--- src/rtl/mem_burst_slave.sv ---
// Burst memory slave with independent read and write channels.
// Read data is fetched at the handshake edge, so a same-cycle write to that address returns the old word.
module mem_burst_slave #(
    parameter int DW    = 8,
    parameter int AW    = 9,
    parameter int DEPTH = 256,
    parameter int IDW   = 4,
    parameter int LENW  = 4
) (
    input  logic            clk,
    input  logic            rst,
    input  logic            ARVALID,
    output logic            ARREADY,
    input  logic [AW-1:0]   ARADDR,
    input  logic [LENW-1:0] ARLEN,
    input  logic [IDW-1:0]  ARID,
    output logic            RVALID,
    input  logic            RREADY,
    output logic [DW-1:0]   RDATA,
    output logic            RRESP,
    output logic            RLAST,
    output logic [IDW-1:0]  RID,
    input  logic            AWVALID,
    output logic            AWREADY,
    input  logic [AW-1:0]   AWADDR,
    input  logic [IDW-1:0]  AWID,
    input  logic            WVALID,
    output logic            WREADY,
    input  logic [DW-1:0]   WDATA,
    input  logic            WLAST,
    output logic            BVALID,
    input  logic            BREADY,
    output logic            BRESP,
    output logic [IDW-1:0]  BID
);

    localparam int MAW = (DEPTH > 1) ? $clog2(DEPTH) : 1;

    typedef enum logic [0:0] {R_IDLE, R_DATA} r_state_t;
    typedef enum logic [1:0] {W_IDLE, W_DATA, W_RESP} w_state_t;

    // Zero at power-up; deliberately untouched by reset.
    logic [DW-1:0] mem [DEPTH] = '{default: '0};

    r_state_t        r_state, r_state_n;
    logic            arready_n, rvalid_n, rresp_n, rlast_n;
    logic [DW-1:0]   rdata_n;
    logic [IDW-1:0]  rid_n;
    logic [AW-1:0]   raddr, raddr_n, rd_addr;
    logic [LENW-1:0] rcnt, rcnt_n;
    logic            rd_load;

    w_state_t        w_state, w_state_n;
    logic            awready_n, wready_n, bvalid_n, bresp_n;
    logic [IDW-1:0]  bid_n, wid, wid_n;
    logic [AW-1:0]   waddr, waddr_n;
    logic            werr, werr_n, mem_we;

    function automatic logic in_range(input logic [AW-1:0] a);
        return {1'b0, a} < (AW+1)'(DEPTH);
    endfunction

    always_comb begin
        r_state_n = r_state;
        arready_n = ARREADY;
        rvalid_n  = RVALID;
        rdata_n   = RDATA;
        rresp_n   = RRESP;
        rlast_n   = RLAST;
        rid_n     = RID;
        raddr_n   = raddr;
        rcnt_n    = rcnt;
        rd_addr   = raddr + AW'(1);
        rd_load   = 1'b0;
        case (r_state)
            R_IDLE: begin
                arready_n = 1'b1;
                if (ARVALID && ARREADY) begin
                    r_state_n = R_DATA;
                    arready_n = 1'b0;
                    rvalid_n  = 1'b1;
                    raddr_n   = ARADDR;
                    rcnt_n    = ARLEN;
                    rid_n     = ARID;
                    rlast_n   = (ARLEN == '0);
                    rd_addr   = ARADDR;
                    rd_load   = 1'b1;
                end
            end
            R_DATA: begin
                if (RVALID && RREADY) begin
                    if (RLAST) begin
                        r_state_n = R_IDLE;
                        arready_n = 1'b1;
                        rvalid_n  = 1'b0;
                        rdata_n   = '0;
                        rresp_n   = 1'b0;
                        rlast_n   = 1'b0;
                        rid_n     = '0;
                    end else begin
                        raddr_n = raddr + AW'(1);
                        rcnt_n  = rcnt - LENW'(1);
                        rlast_n = (rcnt == LENW'(1));
                        rd_load = 1'b1;
                    end
                end
            end
            default: r_state_n = R_IDLE;
        endcase
        if (rd_load) begin
            rresp_n = !in_range(rd_addr);
            rdata_n = in_range(rd_addr) ? mem[rd_addr[MAW-1:0]] : '0;
        end
    end

    always_ff @(posedge clk or negedge rst) begin
        if (!rst) begin
            r_state <= R_IDLE;
            ARREADY <= 1'b0;
            RVALID  <= 1'b0;
            RDATA   <= '0;
            RRESP   <= 1'b0;
            RLAST   <= 1'b0;
            RID     <= '0;
            raddr   <= '0;
            rcnt    <= '0;
        end else begin
            r_state <= r_state_n;
            ARREADY <= arready_n;
            RVALID  <= rvalid_n;
            RDATA   <= rdata_n;
            RRESP   <= rresp_n;
            RLAST   <= rlast_n;
            RID     <= rid_n;
            raddr   <= raddr_n;
            rcnt    <= rcnt_n;
        end
    end

    always_comb begin
        w_state_n = w_state;
        awready_n = AWREADY;
        wready_n  = WREADY;
        bvalid_n  = BVALID;
        bresp_n   = BRESP;
        bid_n     = BID;
        wid_n     = wid;
        waddr_n   = waddr;
        werr_n    = werr;
        mem_we    = 1'b0;
        case (w_state)
            W_IDLE: begin
                awready_n = 1'b1;
                if (AWVALID && AWREADY) begin
                    w_state_n = W_DATA;
                    awready_n = 1'b0;
                    wready_n  = 1'b1;
                    waddr_n   = AWADDR;
                    wid_n     = AWID;
                    werr_n    = 1'b0;
                end
            end
            W_DATA: begin
                if (WVALID && WREADY) begin
                    mem_we  = in_range(waddr);
                    waddr_n = waddr + AW'(1);
                    werr_n  = werr | !in_range(waddr);
                    if (WLAST) begin
                        w_state_n = W_RESP;
                        wready_n  = 1'b0;
                        bvalid_n  = 1'b1;
                        bresp_n   = werr | !in_range(waddr);
                        bid_n     = wid;
                    end
                end
            end
            W_RESP: begin
                if (BVALID && BREADY) begin
                    w_state_n = W_IDLE;
                    bvalid_n  = 1'b0;
                    bresp_n   = 1'b0;
                    bid_n     = '0;
                    awready_n = 1'b1;
                end
            end
            default: w_state_n = W_IDLE;
        endcase
    end

    always_ff @(posedge clk or negedge rst) begin
        if (!rst) begin
            w_state <= W_IDLE;
            AWREADY <= 1'b0;
            WREADY  <= 1'b0;
            BVALID  <= 1'b0;
            BRESP   <= 1'b0;
            BID     <= '0;
            wid     <= '0;
            waddr   <= '0;
            werr    <= 1'b0;
        end else begin
            w_state <= w_state_n;
            AWREADY <= awready_n;
            WREADY  <= wready_n;
            BVALID  <= bvalid_n;
            BRESP   <= bresp_n;
            BID     <= bid_n;
            wid     <= wid_n;
            waddr   <= waddr_n;
            werr    <= werr_n;
        end
    end

    always_ff @(posedge clk) begin
        if (mem_we) mem[waddr[MAW-1:0]] <= WDATA;
    end

endmodule

--- config.mk ---
export PLATFORM = sky130hd
export DESIGN_NAME = mem_burst_slave
export DESIGN_NICKNAME = d
export VERILOG_FILES = /design/src/rtl/mem_burst_slave.sv
export SDC_FILE = /design/constraint.sdc
export NUM_CORES = 2
export LEC_CHECK = 0
export CAP_MARGIN = 20
export CORE_MARGIN = 2
export CORE_UTILIZATION = 55
export CTS_BUF_LIST = sky130_fd_sc_hd__clkbuf_16
export DETAILED_ROUTE_END_ITERATION = 8
export DONT_BUFFER_PORTS = 1
export PLACE_DENSITY = 0.7
export SLEW_MARGIN = 15
export SYNTH_ARGS = -nofsm -noshare
export SYNTH_HDL_FRONTEND = slang
export SYNTH_SLANG_ARGS = --single-unit
--- constraint.sdc ---
create_clock -name clk -period 3.15 [get_ports clk]
set_input_delay 0.4725 -clock clk [delete_from_list [all_inputs] [get_ports clk]]
set_output_delay 0.4725 -clock clk [all_outputs]
set_load 0.02 [all_outputs]
==> flow_summary.ini <==
[power_and_ir_drop]
ir_worst_vdd_uv = 659
p_sw_uw = 40200
comb_power_share_pct = 46.7
p_leak_uw = 0.0366
share_seq_of_total_power_pct = 30.0
p_int_uw = 63800
clock_power_share_pct = 23.3
powerDensity_nw_per_um2 = 1010
p_sw_share_pct = 38.6

[synthesis]
synth.area.top_cells = edfxtp_1, nand2_1, mux4_2
ys_seq_elements = 2102
synth_top_area_share_pct = 72.4
yosysSeqAreaShare_pct = 74.0
avgSynthCellArea_um2 = 14.4
synth-async-reset-ratio_pct = 2.57
ys.warnings.count = 0
synth.distinct_cells = 89
ys.flop_type = edfxtp_1
synth_nets = 5947
synth_edf_count = 2048
syn-cell-area_um2 = 84900
yosysTopAreaCell = edfxtp_1
syn_inst = 5894

[clocking]
clk_path_buf_depth = 3
path_clk_slew_ns = 0.06
cts_inserted_buffers = 206
clock_latency_ns = 0.87
root_buffer = clkbuf_16
cts_tree = yes
cts.htree.levels = 4
clock-sinks = 2102

[die]
boundaryPins = 70
die_height_um = 397
dieArea_um2 = 158000
rows = 144
core_area_um2 = 154000
start_util_pct = 55.3
die_x_um = 397

[critical_path]
crit_path_cell_trace = ha_4, xor2_4, mux2i_4, nor2_4, buf_4, a32oi_1, a21oi_2, a2111oi_2, buf_4, nand4_1, a41o_1
r2r_cells = 11
arrival_ns = 4.19
r2r-start = raddr[0]$_DFFE_PN0P_
critical_path.top_delay_family = compound AO/OA/AOI/OAI gates
worst-path-buf-inv = 2
path_class = flip-flop to flip-flop
required_ns = 3.91
cp-end-kind = flip-flop
path_common_cell = buf_4
crit_path_start_kind = flip-flop
crit_fanout = 5
crit_start = raddr[0]$_DFFE_PN0P_
reg2reg_slack_ns = -0.28
critPathSlowestCell = mux2i_4
worstReg2RegEnd = RDATA[4]$_DFFE_PN0P_
crit_path_max_incr_delay_ns = 0.47

[sta]
final_hold_viol_count = 578
fin_crit_ns = 3.43
skew_ns = 0.0362
post-route-period-util_pct = 109
finalSetupViolCount = 8
worst_pin_slew_ns = 1.61
rsz0062_at_grt = yes
relSlewSlack_pct = -7.16
layout_setup_ws_ns = -0.282
max_freq_mhz = 291
worst_hold_slack_ns = -0.240
finalMaxSlewViolations = 84

[drt]
vias_per_cell = 6.36
antenna_left = 0
routed_wl_um = 262000
drc = 0
wl_per_cell_um = 29.1
vias = 57200
dr.pass1.iters = 8
drt_iter0_markers = 7638

[global_routing]
grt_usage_pct = 32.8
antenna_found_initial = 5
grt_first_pass_wirelength_um = 376000
overflow = 0
grt_pass1_vias = 55200
grt_max_degree = 257

[layout]
fin_nets = 6824
final_layout_size_suffix_gt1_share_pct = 22.8
mostFrequentLayoutCells = edfxtp_1, nand2_1, buf_4
final_common_cell = edfxtp_1
fin_cells = 8995
syn2layout_area_growth_pct = 20.8
final_area_um2 = 103000
fillers = 10400

[placed_design]
pre_cts_ws_ns = -1.05
dpl.hpwl_um = 160000
dp_cells = 8489
port_buffers = 0
gp_congestion = 0.950
placed_cell_area_um2 = 93600

[run_status]
violations = negative hold slack, max-slew violations, negative setup slack
status = finished, violations left

[min_path]
hold_class = primary input to flip-flop
hp-start = WDATA[0]
hold-path-endpoint = mem[175][0]$_DFFE_PP_
whs_path_depth = 0

[run]
maxCapViolations = 0
==> registers in the layout (all words and copies together), names as in the netlist <==
signal   cells
mem       2048
raddr        9
waddr        9
RDATA        8
BID          4
RID          4
rcnt         4
wid          4
w_state      2
ARREADY      1
AWREADY      1
BRESP        1
BVALID       1
RLAST        1
RRESP        1
RVALID       1
WREADY       1
r_state      1
werr         1
==> final cells by class <==
class	instances	area (um^2)	share of cell area (%)
diodes	6	15.0	0.0146
clock buffers	208	5200	5.07
clock inverters	174	1440	1.40
inverters	45	169	0.165
multi-input cells	3361	20700	20.1
flip-flops and latches	2102	62900	61.2
well taps	2044	2560	2.49
repair buffers	1055	9730	9.48
==> per-layer routing <==
metal,up-vias,track usage (%),share of wire [%]
li1,24100,-,-
met1,28400,43.5,36
met2,3863,50.5,46
met3,772,8.44,12
met4,4,17.3,6.2
met5,-,0,0.011
==> kinds of logic after synthesis <==
kind of cell               Yosys count  share of synthesized area, %
AOI/OAI and AO/OA                  615                          5.34
adders and majority gates            7                         0.103
muxes                              318                          5.69
and+or+nand+nor                   2413                          12.1
DFF                               2102                          74.0
xor gates and xnor gates             7                        0.0899
buffers and inverters              432                          2.70
==> worst register-to-register path, stage by stage, from the launching register on <==
cell       delay, ns
dfrtp_1         0.41
ha_4            0.22
xor2_4          0.23
mux2i_4         0.47
nor2_4          0.16
buf_4           0.24
a32oi_1         0.35
a21oi_2         0.15
a2111oi_2       0.36
buf_4           0.16
nand4_1         0.27
a41o_1          0.30
==> synthesized netlist by cell type (all sizes together) (19+ instances only) <==
master,n
edfxtp,2048
nand2,1364
nand3,516
nor2,324
buf,285
mux2i,175
mux4,130
and3,104
clkbuf,102
a31oi,93
a311oi,92
a211oi,80
a21oi,75
o21ai,56
dfrtp,54
inv,45
a32oi,40
nand4,32
o22ai,23
nor3,22
o211ai,20
a22oi,19
==> stage by stage <==
| step | hold slack, ns | power, uW | util, % | setup TNS, ns |
|---|---|---|---|---|
| after floorplan | 0.177 | 54900 | - | 0 |
| after global placement | 0.179 | 74600 | 60.9 | -5.34 |
| after detailed placement | 0.178 | 75100 | 60.9 | -5.48 |
| after CTS | -0.310 | 102000 | 66.4 | -1.17 |
| after global routing | -0.298 | 107000 | 66.8 | -2.17 |
| final | -0.240 | 104000 | 66.8 | -1.67 |
==> worst max path at each step <==
stage,slack [ns],end,cells after the start
after floorplan,0.25,RDATA[3]$_DFFE_PN0P_,14
after global placement,-1.21,RDATA[5]$_DFFE_PN0P_,11
after detailed placement,-1.05,RDATA[5]$_DFFE_PN0P_,11
after CTS,-0.21,RDATA[3]$_DFFE_PN0P_,11
after global routing,-0.31,RDATA[5]$_DFFE_PN0P_,12
final,-0.28,RDATA[4]$_DFFE_PN0P_,11
==> power by group through the flow <==
stage	registers [uW]	clock network [uW]	logic, uW
after floorplan	31600	0	23300
after global placement	31700	0	42900
after detailed placement	31700	0	43400
after CTS	31100	24300	46400
after global routing	31200	25400	50300
final	31200	24300	48600
==> timing repair <==
action	CTS	global route
endpoints found under the hold margin	2145	1030
pin swaps	48	24
gates cloned	7	1
resized for setup	145	45
setup endpoints to repair	8	8
setup buffers	51	5
hold buffers	39	18
(Power assumes the default switching activity.)
